[src/rtl/mem_cmd_responder.sv]
// mem_cmd_responder: memory-side responder for the 8x8 memory IC command FSM.
// Accepts one read or write per select assertion, performs it on a small
// register array, returns an ack (plus rvalid/rdata for reads) and then waits
// for select to be released before accepting another command.
//
// Optional feature: define MEM_CLEAR_ON_RESET_EN to clear every array word on
// the synchronous reset edge. Without it the array has no reset and keeps its
// contents across i_reset.
//
// Handshake: a command is accepted on the rising edge where the FSM is in IDLE
// and i_select=1; o_ack (and o_rvalid for reads) pulses for exactly one cycle
// two edges later, and no new command is accepted until i_select has been seen
// low in RELEASE.
module mem_cmd_responder #(
    parameter int ADDR_W = 3,
    parameter int DATA_W = 8
) (
    input  logic              i_clock,
    input  logic              i_reset,
    input  logic              i_operation,
    input  logic              i_select,
    input  logic [ADDR_W-1:0] i_addr,
    input  logic [DATA_W-1:0] i_wdata,
    output logic [DATA_W-1:0] o_rdata,
    output logic              o_rvalid,
    output logic              o_ack,
    output logic              o_busy,
    output logic [1:0]        o_dbg_state
);

    localparam int DEPTH = 1 << ADDR_W;

    typedef enum logic [1:0] {
        ST_IDLE    = 2'b00,
        ST_ACCESS  = 2'b01,
        ST_DONE    = 2'b10,
        ST_RELEASE = 2'b11
    } state_t;

    state_t              state_q;
    logic                op_q;
    logic [ADDR_W-1:0]   addr_q;
    logic [DATA_W-1:0]   wdata_q;
    logic [DATA_W-1:0]   rdata_q;
    logic                rvalid_q;
    logic                ack_q;
    logic [DATA_W-1:0]   mem_q [DEPTH];
    logic                mem_we;

    // The array is written only during ACCESS of a captured write command.
    assign mem_we = (state_q == ST_ACCESS) && op_q;

    // Command FSM: capture on accept, access, acknowledge, wait for release.
    always_ff @(posedge i_clock) begin
        if (i_reset) begin
            state_q  <= ST_IDLE;
            op_q     <= 1'b0;
            addr_q   <= '0;
            wdata_q  <= '0;
            rdata_q  <= '0;
            rvalid_q <= 1'b0;
            ack_q    <= 1'b0;
        end else begin
            ack_q    <= 1'b0;
            rvalid_q <= 1'b0;
            case (state_q)
                ST_IDLE: begin
                    if (i_select) begin
                        op_q    <= i_operation;
                        addr_q  <= i_addr;
                        wdata_q <= i_wdata;
                        state_q <= ST_ACCESS;
                    end
                end
                ST_ACCESS: begin
                    if (!op_q) begin
                        rdata_q <= mem_q[addr_q];
                    end
                    state_q <= ST_DONE;
                end
                ST_DONE: begin
                    ack_q    <= 1'b1;
                    rvalid_q <= !op_q;
                    state_q  <= ST_RELEASE;
                end
                ST_RELEASE: begin
                    // A held select must not launch a second command.
                    if (!i_select) begin
                        state_q <= ST_IDLE;
                    end
                end
                default: state_q <= ST_IDLE;
            endcase
        end
    end

`ifdef MEM_CLEAR_ON_RESET_EN
    // Storage array: cleared on reset, reset also wins over a pending write.
    always_ff @(posedge i_clock) begin
        if (i_reset) begin
            for (int i = 0; i < DEPTH; i++) begin
                mem_q[i] <= '0;
            end
        end else if (mem_we) begin
            mem_q[addr_q] <= wdata_q;
        end
    end
`else
    // Storage array: no reset, but a reset edge still suppresses a pending write.
    always_ff @(posedge i_clock) begin
        if (mem_we && !i_reset) begin
            mem_q[addr_q] <= wdata_q;
        end
    end
`endif

    assign o_rdata     = rdata_q;
    assign o_rvalid    = rvalid_q;
    assign o_ack       = ack_q;
    assign o_busy      = (state_q != ST_IDLE);
    assign o_dbg_state = state_q;

endmodule

[config.mk]
export PLATFORM = sky130hd
export DESIGN_NAME = mem_cmd_responder
export DESIGN_NICKNAME = d
export VERILOG_FILES = /design/src/rtl/mem_cmd_responder.sv
export SDC_FILE = /design/constraint.sdc
export NUM_CORES = 1
export LEC_CHECK = 0
export BUFFER_PORTS_ARGS = -buffer_cell sky130_fd_sc_hd__buf_2
export CAP_MARGIN = 10
export CORE_MARGIN = 2
export CORE_UTILIZATION = 55
export CTS_CLUSTER_SIZE = 30
export DETAILED_ROUTE_END_ITERATION = 10
export GPL_TIMING_DRIVEN = 0
export HOLD_SLACK_MARGIN = 0.03
export PLACE_DENSITY = 0.71
export SKIP_LAST_GASP = 1
export SYNTH_ARGS = -nofsm -noshare
export SYNTH_HDL_FRONTEND = slang
export SYNTH_SLANG_ARGS = --single-unit
[constraint.sdc]
create_clock -name i_clock -period 2.5 [get_ports i_clock]
set_input_delay 0.5 -clock i_clock [delete_from_list [all_inputs] [get_ports i_clock]]
set_output_delay 0.5 -clock i_clock [all_outputs]
set_load 0.01 [all_outputs]
==> results.cfg, run 1 <==
[worst_setup_path]
required_ns = 2.47
setup.reg_to_reg.worst_slack_ns = 0.29
timing.critical_path.from_type = flip-flop
crit_end = mem_q[4][4]
worstReg2RegStart = o_dbg_state[1]
crit_type = reg2reg
crit_start = o_dbg_state[1]
worst_ep_arrival_time_ns = 2.18
regToRegEndpoint = mem_q[4][4]
critical_path_fanouts_max = 8
worst-r2r-cell-count = 5
worst_setup_path_end_kind = flip-flop

[sta]
finalCriticalPeriod_ns = 2.21
worst-slew-pin-transition_ns = 0.903
clock_skew_ns = 0.00829
fmax_mhz = 453
grt_setup_unrepaired = false
finalCritPeriodShare_pct = 88.2
slew_viol_final = 0
setup_tns_ns = 0
timing.hold.ws_ns = 0.394
finalHoldViolations = 0
layout_setup_ws_ns = 0.294
slew_hr_pct = 39.6
setup_viol = 0

[floorplan]
ios = 28
die_area_mm2 = 0.00691
die_height_um = 83.2
coreArea_mm2 = 0.00599
die_width_um = 83.2
floorplan.initialDensity_pct = 57.5
std_cell_rows = 28

[routing]
drt-total-wl_um = 6420
drcViolationCount = 0
vias_per_cell = 5.38
drtPass1Iterations = 4
route.vias.total = 1985
drt_first_iter_violations = 174
post_drt_wl_per_cell_um = 17.4
antenna_left = 0

[flow_run]
max_capacitance_violation_count = 0

[grt]
grt_pass1_vias = 1940
use_met1_pct = 27.1
use_met3_pct = 4.08
maximum_number_of_pins_on_one_net_before_global_route_repair = 14
grt_util_met2_pct = 30.9
antenna_found_initial = 0
busiest_layer = met2
grt_first_pass_wirelength_um = 10100
grt-ovfl-total = 0
grt_usage_pct = 19.8

[final_layout]
n_antenna_cell = 0
post_route_cells_drive_above_1_share_pct = 16.7
finish.net_count = 309
n_fill_cell = 482
post-route-cell-area_mm2 = 0.00384
regArea_mm2 = 0.00240
postLayoutCoreUtil_pct = 64.1
multi_input_logic_area_um2 = 916
final-instance-count-excl-fill = 369
syn2layout_area_growth_pct = 11.4

[clock_tree]
cts_made_buffers = 9
cts_htree_levels = 3
cts.path.max_buffers = 2
tritoncts = built
tritoncts_num_sinks = 88
postCtsSetupRepairBufs = 0
worst_skew_pair.late_latency_ns = 0.34
cts.reportedPaths.clkPinSlew_ns = 0.08
cts-hold-fix-buffers = 0
cts_resized = 0
clk_root_buffer_cell = sky130_fd_sc_hd__clkbuf_8

[synth]
distinct_cell_type_count_of_the_synthesized_netlist = 24
syn-mean-instance-area_um2 = 13.7
seq_area_frac_synth_pct = 69.7
synth.yosys.warnings = 0
synthesis.instances = 251
netlist.area_leader.share_pct = 55.8
yosys_register_bits = 88
syn_area_mm2 = 0.00345
postSynthNetCount = 271
post_synth_main_area_contributors = sky130_fd_sc_hd__edfxtp_1 56%, sky130_fd_sc_hd__dfxtp_1 14%, sky130_fd_sc_hd__mux2i_1 9.9%
post-synth-top-area-cell = sky130_fd_sc_hd__edfxtp_1

[placed_design]
post-dp-hpwl_um = 4270
setup_ws_pre_cts_ns = 0.284
place.detailed.instances = 353
place.port_buffers = 27
place_area_mm2 = 0.00367
finalWeightedCongestion = 0.811

[pwr]
design_power_total_mw = 3.46
irDropWorstVdd_mv = 0.565
leakagePower_nw = 1.34
power_density_mw_per_mm2 = 900

[status]
outcome = finished, final reports clean

[min_path]
hold_path_class = in2reg
-- flip-flops by register name, summed over array words and instances, names as in the netlist --
name         cells
addr_q           3
mem_q           64
o_ack            1
o_dbg_state      2
o_rdata          8
o_rvalid         1
op_q             1
wdata_q          8
-- logic make-up after synthesis --
family	count (synthesis)	share of synthesized area (%)
AND/OR/NAND/NOR	56	7.12
flip-flops	88	69.7
adder cells (fa/ha/maj)	5	1.82
AO/OA/AOI/OAI	45	7.77
buffers and inverters	23	3.70
multiplexers	34	9.88
-- synth_stat cells --
| cell type | n |
|---|---|
| sky130_fd_sc_hd__nand2_1 | 26 |
| sky130_fd_sc_hd__nor2_1 | 19 |
| sky130_fd_sc_hd__buf_8 | 2 |
| sky130_fd_sc_hd__edfxtp_1 | 64 |
| sky130_fd_sc_hd__or3_4 | 1 |
| sky130_fd_sc_hd__o31a_1 | 8 |
| sky130_fd_sc_hd__buf_2 | 3 |
| sky130_fd_sc_hd__ha_1 | 5 |
| sky130_fd_sc_hd__clkbuf_1 | 4 |
| sky130_fd_sc_hd__o21ai_0 | 8 |
| sky130_fd_sc_hd__a21oi_1 | 20 |
| sky130_fd_sc_hd__buf_1 | 1 |
| sky130_fd_sc_hd__a211oi_1 | 1 |
| sky130_fd_sc_hd__o22ai_1 | 8 |
| sky130_fd_sc_hd__and2_1 | 1 |
| sky130_fd_sc_hd__nor2b_1 | 3 |
| sky130_fd_sc_hd__buf_6 | 2 |
| sky130_fd_sc_hd__dfxtp_1 | 24 |
| sky130_fd_sc_hd__mux2i_1 | 34 |
| sky130_fd_sc_hd__nand2_2 | 1 |
| sky130_fd_sc_hd__nand4b_1 | 1 |
| sky130_fd_sc_hd__or2_2 | 1 |
| sky130_fd_sc_hd__nand2b_1 | 3 |
| sky130_fd_sc_hd__inv_1 | 11 |
-- how the worst min path moves through the flow --
stage | startpoint | endpoint | slack [ns] | cells after the start
after floorplan | op_q | o_rvalid | 0.45 | 1
after global placement | op_q | o_rvalid | 0.48 | 1
after detailed placement | op_q | o_rvalid | 0.49 | 1
after CTS | i_wdata[3] | wdata_q[3] | 0.38 | 3
after global routing | i_wdata[5] | wdata_q[5] | 0.40 | 3
final | i_wdata[3] | wdata_q[3] | 0.39 | 3
-- worst max-delay path, cell delays in order, from the launching register on --
cell and delay [ns]:
sky130_fd_sc_hd__dfxtp_1 0.35, sky130_fd_sc_hd__inv_1 0.10, sky130_fd_sc_hd__ha_1 0.24, sky130_fd_sc_hd__nand2_1 0.08, sky130_fd_sc_hd__or3_4 0.36, sky130_fd_sc_hd__nor2_1 0.71
-- cell type report --
cell class	count	area share (%)
flip-flops and latches	88	62.6
clock inverters	4	0.521
clock buffers	12	3.78
well taps	75	2.44
repair buffers	27	3.52
plain buffers	12	2.25
inverters	11	1.08
multi-input cells	140	23.9
-- cells in the final DEF, fill, tap and decap left out, drive strengths merged --
| master | count |
|---|---|
| a21oi | 20 |
| mux2i | 34 |
| dfxtp | 24 |
| clkinv | 3 |
| buf | 35 |
| nand2 | 27 |
| and2 | 1 |
| o21ai | 8 |
| or2 | 1 |
| nor2b | 3 |
| nand2b | 3 |
| ha | 5 |
| or3 | 1 |
| o22ai | 8 |
| inv | 11 |
| clkbuf | 16 |
| a211oi | 1 |
| nor2 | 19 |
| nand4b | 1 |
| clkinvlp | 1 |
| o31a | 8 |
| edfxtp | 64 |
-- power breakdown --
part / internal [mW] / total, mW / switching (mW)
logic: 0.333 / 0.801 / 0.467
clock network: 0.381 / 0.830 / 0.449
registers: 1.72 / 1.83 / 0.110
total: 2.43 / 3.46 / 1.03
-- per-layer routing --
layer | vias to the layer above | routed length (um)
met5 | - | 0
met4 | 0 | 115
met3 | 11 | 382
met2 | 61 | 2940
met1 | 931 | 2980
li1 | 982 | -
Power figures use the tool's default switching activity.
==> inputs of run 2 (changes only) <==
--- a/config.mk
+++ b/config.mk
@@ -5,15 +5,16 @@
 export SDC_FILE = /design/constraint.sdc
 export NUM_CORES = 1
 export LEC_CHECK = 0
+export ABC_AREA = 1
 export BUFFER_PORTS_ARGS = -buffer_cell sky130_fd_sc_hd__buf_2
 export CAP_MARGIN = 10
 export CORE_MARGIN = 2
 export CORE_UTILIZATION = 55
 export CTS_CLUSTER_SIZE = 30
 export DETAILED_ROUTE_END_ITERATION = 10
-export GPL_TIMING_DRIVEN = 0
 export HOLD_SLACK_MARGIN = 0.03
 export PLACE_DENSITY = 0.71
+export SETUP_SLACK_MARGIN = 0.3
 export SKIP_LAST_GASP = 1
 export SYNTH_ARGS = -nofsm -noshare
 export SYNTH_HDL_FRONTEND = slang
==> results.cfg, run 2 <==
[status]
outcome = finished, final reports clean

[synth]
seq_area_frac_synth_pct = 65.9
ranking_of_synthesized_cells_by_instance_count = 67 x sky130_fd_sc_hd__nand2_1, 64 x sky130_fd_sc_hd__edfxtp_1, 64 x sky130_fd_sc_hd__inv_1
synth-async-reset-ratio_pct = 0
number_of_enable_flip_flop_cells_after_synthesis = 64
yosysMostFrequentCell = sky130_fd_sc_hd__nand2_1
syn-mean-instance-area_um2 = 9.93
distinct_cell_type_count_of_the_synthesized_netlist = 21
post_synth_main_area_contributors = sky130_fd_sc_hd__edfxtp_1 53%, sky130_fd_sc_hd__dfxtp_1 13%, sky130_fd_sc_hd__nand2_1 6.9%
postSynthNetCount = 387
postSynth.topFlopCell = sky130_fd_sc_hd__edfxtp_1
syn_area_mm2 = 0.00364
yosys_register_bits = 88
synthesis.instances = 367
synth.yosys.warnings = 0
netlist.area_leader.share_pct = 52.7
post-synth-top-area-cell = sky130_fd_sc_hd__edfxtp_1

[clock_tree]
worst_skew_pair.late_latency_ns = 0.35
clk_root_buffer_cell = sky130_fd_sc_hd__clkbuf_8
cts.path.max_buffers = 2
tritoncts_num_sinks = 88
cts_htree_levels = 3
cts-hold-fix-buffers = 0
cts.reportedPaths.clkPinSlew_ns = 0.09
cts_made_buffers = 9
cts_resized = 0
tritoncts = built
postCtsSetupRepairBufs = 0

[final_layout]
mostFrequentLayoutCell = sky130_fd_sc_hd__nand2_1
n_antenna_cell = 0
regArea_mm2 = 0.00240
post_route_cells_drive_above_1_share_pct = 13.0
n_fill_cell = 538
layout_common_cells = 67 x sky130_fd_sc_hd__nand2_1, 64 x sky130_fd_sc_hd__inv_1, 64 x sky130_fd_sc_hd__edfxtp_1, 53 x sky130_fd_sc_hd__nor2_1, 34 x sky130_fd_sc_hd__nand3_1
max_flop_register = mem_q
finish.net_count = 416
largest_register_ffs = 64
postLayoutCoreUtil_pct = 63.0
syn2layout_area_growth_pct = 10.4
multi_input_logic_area_um2 = 917

[floorplan]
ios = 28
coreArea_mm2 = 0.00639
die_area_mm2 = 0.00729
floorplan.initialDensity_pct = 57.1
die_width_um = 85.4
std_cell_rows = 29
die_height_um = 85.4

[routing]
post_drt_wl_per_cell_um = 14.4
route.vias.total = 2387
drcViolationCount = 0
drt_first_iter_violations = 167
vias_per_cell = 4.99
drt-total-wl_um = 6880
antenna_left = 0
drtPass1Iterations = 4

[grt]
maximum_number_of_pins_on_one_net_before_global_route_repair = 38
grt_first_pass_wirelength_um = 11200
grt-ovfl-total = 0
antenna_found_initial = 0
grt_usage_pct = 20.8
grt_pass1_vias = 2270

[placed_design]
setup_ws_pre_cts_ns = 0.576
finalWeightedCongestion = 0.792
place.port_buffers = 27
post-dp-hpwl_um = 4910

[pwr]
design_power_total_mw = 3.84
irDropWorstVdd_mv = 0.659
leakagePower_nw = 1.73
power_density_mw_per_mm2 = 955

[worst_setup_path]
worst_path_max_delay_cell = sky130_fd_sc_hd__nor2_1
worst_setup_path_end_kind = flip-flop
crit_start = o_dbg_state[1]
worst_path_largest_cell_delay_ns = 0.60
required_ns = 2.48
critPathBufInv = 1
path_delay_family = simple AND/OR/NAND/NOR gates
timing.critical_path.from_type = flip-flop
crit_chain = inv_1, ha_1, nand2_1, nor2_1, nand2_1, nor2_1
worst_ep_arrival_time_ns = 1.94
crit_type = reg2reg
critical_path_fanouts_max = 8
worstReg2RegStart = o_dbg_state[1]

[sta]
layout_setup_ws_ns = 0.546
setup_tns_ns = 0
slew_viol_final = 0
finalCritPeriodShare_pct = 78.2
finalHoldViolations = 0
grt_setup_unrepaired = false
finalCriticalPeriod_ns = 1.95
fmax_mhz = 512
setup_viol = 0
slew_hr_pct = 50.0
worst-slew-pin-transition_ns = 0.747
timing.hold.ws_ns = 0.360
clock_skew_ns = 0.0112

[min_path]
hold_path_class = in2reg
hold_start = i_reset

[flow_run]
max_capacitance_violation_count = 0
==> run 2: cell count changes in the layout (fill, tap and decap cells not counted), moves of 5 or more <==
| cell | previous run | this run |
|---|---|---|
| sky130_fd_sc_hd__o21ai_0 | 8 | 27 |
| sky130_fd_sc_hd__nand2_1 | 26 | 67 |
| sky130_fd_sc_hd__mux2i_1 | 34 | 0 |
| sky130_fd_sc_hd__o22ai_1 | 8 | 0 |
| sky130_fd_sc_hd__o31a_1 | 8 | 0 |
| sky130_fd_sc_hd__a21oi_1 | 20 | 4 |
| sky130_fd_sc_hd__nand3_1 | 0 | 34 |
| sky130_fd_sc_hd__clkbuf_1 | 6 | 1 |
| sky130_fd_sc_hd__nor2_1 | 19 | 53 |
| sky130_fd_sc_hd__inv_1 | 11 | 64 |
==> run 2: cell type report <==
cell class	instances	area share (%)
clock buffers	12	4.41
repair buffers	29	3.73
inverters	67	6.25
clock inverters	4	0.746
well taps	77	2.39
flip-flops and latches	88	59.7
multi-input cells	201	22.8
==> run 2: metal layers <==
metal	share of wire, %	global-route usage [%]	vias up
met2	49	33.5	44
met5	0	0	-
li1	-	-	1224
met4	2.4	10.8	0
met1	45	26.6	1105
met3	3.3	4.57	14
==> run 2: logic make-up after synthesis <==
kind of cell / Yosys count / synth area share, %
AND/OR/NAND/NOR: 164 / 19.1
flip-flops: 88 / 65.9
buffers and inverters: 78 / 8.93
AO/OA/AOI/OAI: 32 / 4.39
adder cells (fa/ha/maj): 5 / 1.72
==> run 2: power by group <==
group / switching, mW / total [mW] / internal [mW]
Combinational: 0.595 / 0.899 / 0.304
Sequential: 0.176 / 1.97 / 1.79
Clock: 0.491 / 0.980 / 0.489
Total: 1.26 / 3.84 / 2.58
==> run 2: worst register-to-register path: stages, from the launching register on <==
cell,delay [ns]
sky130_fd_sc_hd__dfxtp_1,0.35
sky130_fd_sc_hd__inv_1,0.12
sky130_fd_sc_hd__ha_1,0.18
sky130_fd_sc_hd__nand2_1,0.05
sky130_fd_sc_hd__nor2_1,0.15
sky130_fd_sc_hd__nand2_1,0.14
sky130_fd_sc_hd__nor2_1,0.60
==> run 2: path summary, 6_finish.rpt <==
path / end / slack [ns] / cells past startpoint
worst max register to register: mem_q[4][2] / 0.55 / 6
worst max-delay path: mem_q[4][2] / 0.55 / 6
worst min-delay path: o_ack / 0.36 / 2
worst min register to register: o_rdata[0] / 0.53 / 2
==> run 2: stage by stage <==
step	std cells	cell area, um2
CTS	478	4030
floorplan	367	3640
finish	478	4030
global route	478	4030
global placement	462	3820
detailed placement	462	3820
